<file path="src/rtl/cpu_ctrl_pkg.sv">
// Shared types and encodings for the CPU run controller.
// Combinational definitions only, no latency.
// No backpressure; consumed by the controller and its bench.
package cpu_ctrl_pkg;

  localparam int ADDR_W_DEF  = 4;
  localparam int INSTR_W_DEF = 8;
  localparam int CNT_W_DEF   = 16;

  typedef enum logic [2:0] {
    ST_IDLE  = 3'd0,
    ST_LOAD  = 3'd1,
    ST_START = 3'd2,
    ST_RUN   = 3'd3,
    ST_STEP  = 3'd4,
    ST_HALT  = 3'd5
  } state_e;

  localparam logic [1:0] CMD_LOAD = 2'd0;
  localparam logic [1:0] CMD_RUN  = 2'd1;
  localparam logic [1:0] CMD_STEP = 2'd2;
  localparam logic [1:0] CMD_STOP = 2'd3;

endpackage

</file>
<file path="src/rtl/cpu_run_controller_sat_counter.sv">
// Saturating up-counter with synchronous clear.
// Count visible one cycle after the increment request.
// No backpressure; increments beyond all-ones are dropped.
module sat_counter #(
  parameter int W = 16
) (
  input  logic         clk,
  input  logic         reset,
  input  logic         clr_i,
  input  logic         inc_i,
  output logic [W-1:0] count_o
);

  logic [W-1:0] count_q;
  logic [W-1:0] count_d;

  // Next count: clear wins, otherwise increment until all-ones.
  always_comb begin
    count_d = count_q;
    if (clr_i) begin
      count_d = '0;
    end else if (inc_i && (count_q != {W{1'b1}})) begin
      count_d = count_q + 1'b1;
    end
  end

  // Count register with synchronous reset.
  always_ff @(posedge clk) begin
    if (reset) begin
      count_q <= '0;
    end else begin
      count_q <= count_d;
    end
  end

  assign count_o = count_q;

endmodule

</file>
<file path="src/rtl/cpu_run_controller.sv">
// Host sequencer: loads instruction memory, then runs/steps the CPU with a PC breakpoint.
// Memory writes are combinational from the byte handshake; state changes take one cycle.
// Commands other than STOP stall during LOAD; START and STEP accept nothing.
module cpu_run_controller
  import cpu_ctrl_pkg::*;
#(
  parameter int ADDR_W  = ADDR_W_DEF,
  parameter int INSTR_W = INSTR_W_DEF,
  parameter int CNT_W   = CNT_W_DEF
) (
  input  logic               clk,
  input  logic               reset,
  input  logic               host_cmd_valid,
  input  logic [1:0]         host_cmd,
  output logic               host_cmd_ready,
  input  logic [ADDR_W:0]    load_count,
  input  logic               load_valid,
  input  logic [INSTR_W-1:0] load_data,
  output logic               load_ready,
  output logic               imem_we,
  output logic [ADDR_W-1:0]  imem_waddr,
  output logic [INSTR_W-1:0] imem_wdata,
  output logic               cpu_reset,
  output logic               cpu_run,
  input  logic [ADDR_W-1:0]  cpu_pc,
  input  logic               bp_enable,
  input  logic [ADDR_W-1:0]  bp_addr,
  output logic               busy,
  output logic               halted,
  output logic [CNT_W-1:0]   cycle_count
);

  localparam logic [ADDR_W:0] DEPTH = {1'b1, {ADDR_W{1'b0}}};

  state_e              state_q, state_d;
  logic [ADDR_W:0]     count_q, count_d;
  logic [ADDR_W-1:0]   ptr_q, ptr_d;
  logic                step_pending_q, step_pending_d;
  logic                first_q, first_d;

  logic                cmd_stop;
  logic                cmd_acc;
  logic                load_fire;
  logic                bp_hit;
  logic [ADDR_W:0]     load_clamped;

  assign cmd_stop     = host_cmd_valid && (host_cmd == CMD_STOP);
  assign cmd_acc      = host_cmd_valid && host_cmd_ready;
  assign load_clamped = (load_count > DEPTH) ? DEPTH : load_count;
  // The first RUN cycle after entry ignores the breakpoint so a halted PC can resume.
  assign bp_hit       = bp_enable && (cpu_pc == bp_addr) && !first_q;

  // Command acceptance: LOAD only lets STOP through so a pending RUN cannot race the load.
  always_comb begin
    host_cmd_ready = 1'b0;
    unique case (state_q)
      ST_IDLE, ST_RUN, ST_HALT: host_cmd_ready = 1'b1;
      ST_LOAD:                  host_cmd_ready = (host_cmd == CMD_STOP);
      default:                  host_cmd_ready = 1'b0;
    endcase
  end

  // Byte stream: a STOP presented in the same cycle suppresses the write.
  assign load_ready = (state_q == ST_LOAD) && !cmd_stop;
  assign load_fire  = load_valid && load_ready;
  assign imem_we    = load_fire;
  assign imem_waddr = ptr_q;
  assign imem_wdata = load_data;

  // CPU controls; STOP and breakpoint both block the advance in the cycle they occur.
  always_comb begin
    cpu_run = 1'b0;
    unique case (state_q)
      ST_RUN:  cpu_run = !(cmd_acc && (host_cmd == CMD_STOP)) && !bp_hit;
      ST_STEP: cpu_run = 1'b1;
      default: cpu_run = 1'b0;
    endcase
  end

  assign cpu_reset = (state_q == ST_IDLE) || (state_q == ST_LOAD) || (state_q == ST_START);
  assign busy      = (state_q == ST_LOAD) || (state_q == ST_START) || (state_q == ST_RUN);
  assign halted    = (state_q == ST_HALT);

  // Next-state logic for the sequencer.
  always_comb begin
    state_d        = state_q;
    count_d        = count_q;
    ptr_d          = ptr_q;
    step_pending_d = step_pending_q;
    first_d        = first_q;
    unique case (state_q)
      ST_IDLE: begin
        if (cmd_acc) begin
          unique case (host_cmd)
            CMD_LOAD: begin
              if (load_clamped != '0) begin
                count_d = load_clamped;
                ptr_d   = '0;
                state_d = ST_LOAD;
              end
            end
            CMD_RUN: begin
              step_pending_d = 1'b0;
              state_d        = ST_START;
            end
            CMD_STEP: begin
              step_pending_d = 1'b1;
              state_d        = ST_START;
            end
            default: ;
          endcase
        end
      end
      ST_LOAD: begin
        if (cmd_acc) begin
          state_d = ST_IDLE;
        end else if (load_fire) begin
          ptr_d = ptr_q + 1'b1;
          if ({1'b0, ptr_q} == (count_q - 1'b1)) begin
            state_d = ST_IDLE;
          end
        end
      end
      ST_START: begin
        first_d = 1'b1;
        state_d = step_pending_q ? ST_STEP : ST_RUN;
      end
      ST_RUN: begin
        first_d = 1'b0;
        if (cmd_acc && (host_cmd == CMD_STOP)) begin
          state_d = ST_IDLE;
        end else if (bp_hit) begin
          state_d = ST_HALT;
        end
      end
      ST_STEP: begin
        state_d = ST_HALT;
      end
      ST_HALT: begin
        if (cmd_acc) begin
          unique case (host_cmd)
            CMD_RUN: begin
              first_d = 1'b1;
              state_d = ST_RUN;
            end
            CMD_STEP: state_d = ST_STEP;
            CMD_STOP: state_d = ST_IDLE;
            default: ;
          endcase
        end
      end
      default: state_d = ST_IDLE;
    endcase
  end

  // Sequencer state registers with synchronous reset.
  always_ff @(posedge clk) begin
    if (reset) begin
      state_q        <= ST_IDLE;
      count_q        <= '0;
      ptr_q          <= '0;
      step_pending_q <= 1'b0;
      first_q        <= 1'b0;
    end else begin
      state_q        <= state_d;
      count_q        <= count_d;
      ptr_q          <= ptr_d;
      step_pending_q <= step_pending_d;
      first_q        <= first_d;
    end
  end

  sat_counter #(.W(CNT_W)) u_cycle_cnt (
    .clk     (clk),
    .reset   (reset),
    .clr_i   (state_q == ST_START),
    .inc_i   (cpu_run),
    .count_o (cycle_count)
  );

endmodule
</file>
<file path="config.mk">
export PLATFORM = sky130hd
export DESIGN_NAME = cpu_run_controller
export DESIGN_NICKNAME = d
export VERILOG_FILES = /design/src/rtl/cpu_ctrl_pkg.sv /design/src/rtl/cpu_run_controller_sat_counter.sv /design/src/rtl/cpu_run_controller.sv
export SDC_FILE = /design/constraint.sdc
export NUM_CORES = 1
export LEC_CHECK = 0
export ABC_AREA = 1
export BUFFER_PORTS_ARGS = -buffer_cell sky130_fd_sc_hd__buf_2
export CAP_MARGIN = 10
export CORE_AREA = 2 2 84 86
export CTS_CLUSTER_SIZE = 14
export DETAILED_ROUTE_END_ITERATION = 8
export DIE_AREA = 0 0 86 88
export RECOVER_POWER = 100
export SYNTH_ARGS = -nofsm -noshare
export SYNTH_HDL_FRONTEND = slang
export SYNTH_SLANG_ARGS = --single-unit
export TNS_END_PERCENT = 100
</file>
<file path="constraint.sdc">
create_clock -name clk -period 2.3 [get_ports clk]
set_clock_uncertainty 0.05 [all_clocks]
set_input_delay 0.345 -clock clk [delete_from_list [all_inputs] [get_ports clk]]
set_output_delay 0.345 -clock clk [all_outputs]
set_load 0.01 [all_outputs]
</file>
# After elaboration in Yosys (flattened, before gate mapping)
# Index checks and enable logic that the tools add are counted.
# totals
register_bits,30
in_bits,28
output_inout_bits,35
wordCells,90
# op_classes
addsub,3
n_lt_le_gt_ge,1
eq_ne,24
n_mux,25
n_reduce_logical,31
# ops
cell,n
$mux W3,9
$mux W4,5
$pmux W3 S6,1
$add A16 B1 Y16 const B,1
$ne A16 B16 Y1 const B,1
$logic_and A1 B1 Y1,9
$ne A3 B3 Y1 const B,3
$pmux W3 S3,1
$ne A2 B1 Y1 const B,4
$pmux W4 S2,1
$reduce_and A8 Y1,1
$eq A3 B2 Y1 const B,2
$eq A3 B3 Y1 const B,2
$ne A2 B2 Y1 const B,3
$ne A3 B2 Y1 const B,2
$pmux W1 S2,3
$pmux W3 S2,1
$reduce_and A3 Y1,2
$reduce_and A6 Y1,1
$eq A4 B5 Y1,1
$gt A5 B5 Y1 const B,1
$mux W5,1
$reduce_bool A5 Y1,1
$sub A5 B1 Y5 const B,1
17 further kinds,27

# Longest topological paths before layout
# Gate-level depths: netlist of the first run.
# depth
depth_word,9
mapped_depth,13

# Hierarchy
# Synthesis of the first run repeated with hierarchy kept, for this count alone.
# unflattened
hier_cells,381
area_unflattened_um2,2274.7
# modules_own_cells
mod,instances,cells_each,area_each_um2
cpu_run_controller,1,225,1316.3
sat_counter,1,156,958.4

# Worst setup path before layout of the first run
# No wires, ideal clock.
# synth_timing
path_type,flip-flop to flip-flop
from,"register u_cycle_cnt.count_q[1], in the netlist u_cycle_cnt.count_o[1]"
to,"register u_cycle_cnt.count_q[1], in the netlist u_cycle_cnt.count_o[1]"
setup_ns,0.116
arrival_ns,1.684
required_time_ns,2.134
setup_slack_ns,0.450
stages_incl_launch_ff,11
period_less_slack_ns,1.850
cell_sequence,dfxtp_1 ha_1 clkinv_1 nor3_4 nand4_1 nand2b_4 nand2_8 inv_6 buf_12 nor2_1 nor2_1
# synth_via
elab_chain_cells,2
elab_cells_between_ends,3
# synth_rtl
item,line,source
start: declaration,cpu_run_controller_sat_counter.sv:14,logic [W-1:0] count_q;
start signal: assignment,cpu_run_controller_sat_counter.sv:32,count_q <= count_d;
"parallel branches: the longest is 2 deep, another holds $add A16 B1 Y16",--,
# Several ways; the timed one is not identified.
# A chain may end at the register's enable or synchronous reset.

# Worst setup path in the final report of the first run
# layout_timing
from,register state_q[0]
to,output port cpu_run
# layout_via
elab_chain_cells,8
elab_cells_between_ends,12
# layout_rtl
item,line,source
start: declaration,cpu_run_controller.sv:35,"state_e state_q, state_d;"
start signal: assignment,cpu_run_controller.sv:165,state_q <= state_d;
$eq A3 B3 Y1 (tied with other cells),cpu_run_controller.sv:56,unique case (state_q)
$reduce_or A3 Y1,cpu_run_controller.sv:56,
$pmux W1 S2,cpu_run_controller.sv:56,
$logic_and A1 B1 Y1,cpu_run_controller.sv:48,assign cmd_acc = host_cmd_valid && host_cmd_ready;
$logic_and A1 B1 Y1,cpu_run_controller.sv:74,ST_RUN: cpu_run = !(cmd_acc && (host_cmd == CMD_STOP)) && !bp_hit;
$logic_not A1 Y1,cpu_run_controller.sv:74,
$logic_and A1 B1 Y1,cpu_run_controller.sv:74,
$pmux W1 S2 *,cpu_run_controller.sv:73,unique case (state_q)
end: declaration,cpu_run_controller.sv:24,"output logic cpu_run,"
# Every way passes the cells marked *; elsewhere a longest branch is shown, timed or not.

==> results of run 1 <==
through the flow:
| step | utilization (%) | cell area, sq um | cells |
|---|---|---|---|
| finish | 37.29 | 2477 | 451 |
| global route | 37.29 | 2477 | 451 |
| detailed placement | 37.12 | 2466 | 445 |
| CTS | 38.36 | 2549 | 451 |
| floorplan | - | 2243 | 332 |
| global placement | 37.12 | 2466 | 445 |
placed cells by master (no fill, tap or decap), types with 11 or more instances in the layout:
| cell | synthesis | routed |
|---|---|---|
| nand4_1 | 11 | 11 |
| a21oi_1 | 18 | 18 |
| clkbuf_1 | 1 | 25 |
| nand3_1 | 18 | 19 |
| buf_2 | 1 | 21 |
| xor2_1 | 13 | 13 |
| dfxtp_1 | 30 | 30 |
| nand2_1 | 81 | 88 |
| inv_1 | 41 | 41 |
| nor2_1 | 42 | 43 |
registers in the layout, indices dropped and copies added (netlist names):
register and cells:
count_q 5, first_q 1, imem_waddr 4, state_q 3, step_pending_q 1, u_cycle_cnt.count_o 16
metal layers:
layer  wire length, microns  share of wire, %  vias up
met2                   2358                46       43
met1                   2422                47      942
li1                       -                 -     1126
met5                      0                 0        -
met4                     61               1.2        0
met3                    310               6.0        9
worst paths after layout:
path	from	end
setup reg to reg	u_cycle_cnt.count_o[0]$_SDFFE_PP0P_	u_cycle_cnt.count_o[2]$_SDFFE_PP0P_
setup / recovery	state_q[0]$_SDFFE_PP0P_	cpu_run
hold / removal	load_count[2]	count_q[2]$_SDFFE_PP0P_
hold reg to reg	step_pending_q$_SDFFE_PP0P_	step_pending_q$_SDFFE_PP0P_
power groups by stage:
stage / combinational (mW) / sequential (mW) / clock [mW]
3_3_place_gp: 0.349 / 0.591 / 0
4_1_cts: 0.353 / 0.579 / 0.434
5_1_grt: 0.382 / 0.585 / 0.450
6_report: 0.335 / 0.579 / 0.418
2_1_floorplan: 0.283 / 0.582 / 0
3_5_place_dp: 0.352 / 0.590 / 0
area by class of cell:
cell class | instances | area [sq um]
fill | 724 | 4167
multi-input combinational | 244 | 1321
sequential | 30 | 600.6
timing repair buffer | 46 | 198.9
inverter | 45 | 173.9
tap | 80 | 100.1
clock buffer | 6 | 82.58
cells in the mapped netlist (3+ instances only):
cell type,n
nor2_1,42
ha_1,8
buf_4,9
xor2_1,13
dfxtp_1,30
o21ai_0,3
a21oi_1,18
a21oi_2,9
inv_1,41
nor3_1,5
xnor2_1,4
nand3_1,18
nand2_2,11
nand2_1,81
nand2_4,3
nand4_1,11
kinds of logic (layout without fill, tap and decap cells):
kind of cell             count (synthesis)  after routing  synth area share, %
XOR/XNOR                                17             17                6.637
adder cells (fa/ha/maj)                  8              8                4.462
buffers and inverters                   58             97                12.55
flip-flops                              30             30                26.77
AO/OA/AOI/OAI                           36             36                10.15
AND/OR/NAND/NOR                        183            183                39.43
critical path: stages, from the launching register on:
cell and delay, ns:
dfxtp_1 0.53, nor2_2 0.13, nand2_4 0.10, nand3_1 0.17, nand2_4 0.11, nand3_4 0.11
nand2_4 0.13, buf_2 0.15
==> flow_summary.ini, run 1 <==
[synthesis]
syn_avg_cell_area_sq_um = 6.757
synth_top_area_cell = dfxtp_1
synth_edf_count = 0
synthArstFlopShare_pct = 0
synth-seq-cells = 30
ys.flop_type = dfxtp_1
synth_area_sq_um = 2243
synth_nets = 368
yosysTopAreaCellShare_pct = 26.77
yosysSeqAreaShare_pct = 26.77
ys_warn_count = 0
synth_cell_types = 37
syn-instance-count = 332
synthTopCellsByArea = dfxtp_1, nand2_1, nor2_1, inv_1, xor2_1

[floorplan]
row_count = 30
coreArea_sq_um = 6644
die_area_sq_um = 7568
die_width_microns = 86
io_pins = 63
initial_core_util_pct = 33.77
die_h_microns = 88

[min_path]
hp-class = in2reg
min_path_cells = 3

[cts]
cts_num_sinks = 30
insertion_delay_ns = 0.28
cts_buffer_depth = 2
root_buffer = clkbuf_8
cts_tree = done
cts_max_level = 2
postCtsHoldBufs = 0
ctsResizeCount = 0
cts_setup_buffers = 0
cts_made_buffers = 5
clkTransAtPathRegs_ns = 0.06

[global_routing]
grt_overflow_total = 0
antenna_found_initial = 0
grtUsageTotal_pct = 14.42
gr-max-usage-layer = met2
grt_pass1_wl_microns = 8873
met2_usage_pct = 24.88
grt_pass1_vias = 2001
grt_max_degree = 18
grt_use_met3_pct = 3.864
grt_util_met1_pct = 17.65

[power_and_ir_drop]
vdd_drop_max_v = 0.0002005
leakage_nw = 1.083
design_power_total_mw = 1.332
p_per_area_nw_per_um2 = 537.7
p_sw_share_pct = 32.87
p_sw_uw = 438.0
p_int_uw = 894.2
seq_power_share_pct = 43.4
combPwrFrac_pct = 25.1
clkPwrFrac_pct = 31.4

[sta]
relSlewSlack_pct = 57.50
max_freq_ghz = 0.4745
final_max_slew_viol_count = 0
period_share_pct = 91.62
setup_violations = 0
final_hold_viol_count = 0
hold_slack_ns = 0.2744
fin_crit_ns = 2.107
rsz0062_at_grt = no
fin_setup_tns_ns = 0
tightest_slew_ns = 0.6369
setup_slack_ns = 0.1927

[setup_path]
worstPathArrival_ns = 1.71
crit_fanout = 10
r2r_slack_ns = 0.27
ff2ff_path_depth = 9
end_kind = primary output
critical_path_class = reg2out
required_ns = 1.90
cp-start-kind = flop

[layout]
areaGrowthSynthToFinish_pct = 10.43
drive_above_1_share_pct = 14.29
insertedDiodeCount = 0
layout.nets = 408

[routing]
drc = 0
wl_microns = 5152
drt-wirelength-per-cell_microns = 11.42
vias = 2120
first_pass_iters = 4
avgViaCountPerCell = 4.701
drtIter0Drc = 62
ant_nets = 0

[place]
pre_cts_slack_ns = 0.3133
gp_congestion = 0.8634
hpwl_microns = 4026
portBuffers = 46

[outcome]
status = finished, final reports clean

[flow_run]
drv_cap = 0
Power figures use the tool's default switching activity.
==> inputs of run 2 (changes only) <==
--- a/config.mk
+++ b/config.mk
@@ -12,6 +12,7 @@
 export CTS_CLUSTER_SIZE = 14
 export DETAILED_ROUTE_END_ITERATION = 8
 export DIE_AREA = 0 0 86 88
+export GPL_TIMING_DRIVEN = 0
 export RECOVER_POWER = 100
 export SYNTH_ARGS = -nofsm -noshare
 export SYNTH_HDL_FRONTEND = slang
==> run 2 against run 1 <==
Core utilization is 2.6 points higher. Count of clock-buffer cells in the layout increased by 1. Critical path depth stayed put. Fmax shrank 2.5%. Wire length is 3.1% higher. Total power rose by 5.8%. Die area is the same. Clock power grew 10%. Worst setup slack got worse by 0.054 ns. Non-clock buffer count up 21. Cell area increased by 7.1%. First-iteration DRC count grew 44%. Largest cell class unchanged. Highest routed layer unchanged.
==> flow_summary.ini, run 2 (synthesized netlist as in run 1, its figures left out) <==
[power_and_ir_drop]
seq_power_share_pct = 40.5
p_per_area_nw_per_um2 = 531.4
p_sw_share_pct = 34.11
leakage_nw = 1.179
p_sw_uw = 480.8
combPwrFrac_pct = 26.9
p_int_uw = 928.8
vdd_drop_max_v = 0.0002487
clkPwrFrac_pct = 32.6

[min_path]
hp-class = in2reg
min_path_cells = 3

[routing]
avgViaCountPerCell = 4.736
ant_nets = 0
drtIter0Drc = 89
m1WireLength_microns = 2546
routed.top_layer = met4
drt-wirelength-per-cell_microns = 11.20
wl_met2_microns = 2501
drc = 0
first_pass_iters = 5
wl_microns = 5310
vias = 2245
wl_met3_microns = 236

[cts]
cts_max_level = 2
root_buffer = clkbuf_8
cts_made_buffers = 5
cts_tree = done
cts_buffer_depth = 2
clkTransAtPathRegs_ns = 0.08
postCtsHoldBufs = 0
cts_num_sinks = 30
cts_setup_buffers = 0
insertion_delay_ns = 0.29
ctsResizeCount = 0

[sta]
max_freq_ghz = 0.4626
final_max_slew_viol_count = 0
setup_violations = 0
tightest_slew_ns = 0.5056
fin_setup_tns_ns = 0
final_hold_viol_count = 0
hold_slack_ns = 0.2730
period_share_pct = 93.98
fin_crit_ns = 2.162
relSlewSlack_pct = 66.29
rsz0062_at_grt = no

[setup_path]
crit_family = simple AND/OR/NAND/NOR gates
ff2ff_path_depth = 9
worstPathArrival_ns = 1.77
required_ns = 1.90
path_buf_inv = 2
crit_slowest_cell = dfxtp_1
cpPeakStageDelay_ns = 0.44
crit_chain = inv_1 -> nand2_1 -> nand3_4 -> nand2_4 -> nand3_4 -> nand2_4 -> clkbuf_2
end_kind = primary output
critical_path_class = reg2out
cp-start-kind = flop
cp_num_cells = 7
crit_fanout = 8

[place]
hpwl_microns = 4177
gp_congestion = 0.8738
portBuffers = 54

[global_routing]
grt_pass1_vias = 2087
antenna_found_initial = 0
grt_max_degree = 11
grt_overflow_total = 0
grtUsageTotal_pct = 14.56
grt_pass1_wl_microns = 8990

[layout]
multiInputGateArea_sq_um = 1349
areaGrowthSynthToFinish_pct = 18.24
drive_above_1_share_pct = 18.53
final_core_util_pct = 39.92
largest_reg_flops = 16
mostFrequentLayoutCells = nand2_1, nor2_1, inv_1, clkbuf_1, dfxtp_1
ff_latch_area_sq_um = 600.6
mostFrequentLayoutCell = nand2_1
fillerInstances = 716
insertedDiodeCount = 0
layout.nets = 429

[floorplan]
initial_core_util_pct = 33.77
io_pins = 63
die_width_microns = 86
die_area_sq_um = 7568
coreArea_sq_um = 6644
die_h_microns = 88
row_count = 30

[outcome]
status = finished, final reports clean

[flow_run]
drv_cap = 0
run 2: changes by cell type in the layout (fill, tap and decap cells not counted), moves of 6 or more:
cell / previous run / this run
nand2_2: 4 / 11
clkbuf_1: 25 / 34
nand2_1: 88 / 82
buf_4: 0 / 9
run 2: final cells by class:
class                   instances  area share [%]
multi-input cells             244           50.85
clock inverters                 1          0.1887
plain buffers                  13           4.057
inverters                      45           6.557
repair buffers                 54           8.679
clock buffers                   7           3.255
flip-flops and latches         30           22.64
well taps                      80           3.774
run 2: routing by layer:
metal  GRT usage [%]  vias to the layer above
met5               0                        -
met3           3.299                        2
met1           17.44                     1028
met4           5.051                        0
met2           25.65                       46
li1                -                     1169
run 2: power groups by stage:
stage	clock network [mW]	registers [mW]	logic, mW
floorplan	0	0.582	0.283
global placement	0	0.582	0.390
detailed placement	0	0.582	0.394
CTS	0.465	0.570	0.396
global route	0.486	0.573	0.433
finish	0.460	0.570	0.380
run 2: worst paths after layout:
check                                 startpoint                             endpoint  slack (ns)
max                      state_q[2]$_SDFFE_PP0P_                              cpu_run        0.14
min                                load_count[2]              count_q[2]$_SDFFE_PP0P_        0.27
max reg2reg  u_cycle_cnt.count_o[0]$_SDFFE_PP0P_  u_cycle_cnt.count_o[2]$_SDFFE_PP0P_        0.21
min reg2reg              count_q[1]$_SDFFE_PP0P_              count_q[1]$_SDFFE_PP0P_        0.42
run 2: through the flow:
stage          instances  power, mW  worst slack, ns  cell area [sq um]
4_1_cts              474      1.430           0.1870               2705
3_5_place_dp         466     0.9764           0.2073               2614
6_report             474      1.410           0.1385               2653
3_3_place_gp         466     0.9716           0.2418               2614
5_1_grt              474      1.492         0.007747               2653
2_1_floorplan        332     0.8650           0.4503               2243
run 2: worst min-delay path: stages:
cell	delay, ns
buf_2	0.10
nand2_1	0.05
a21oi_1	0.05
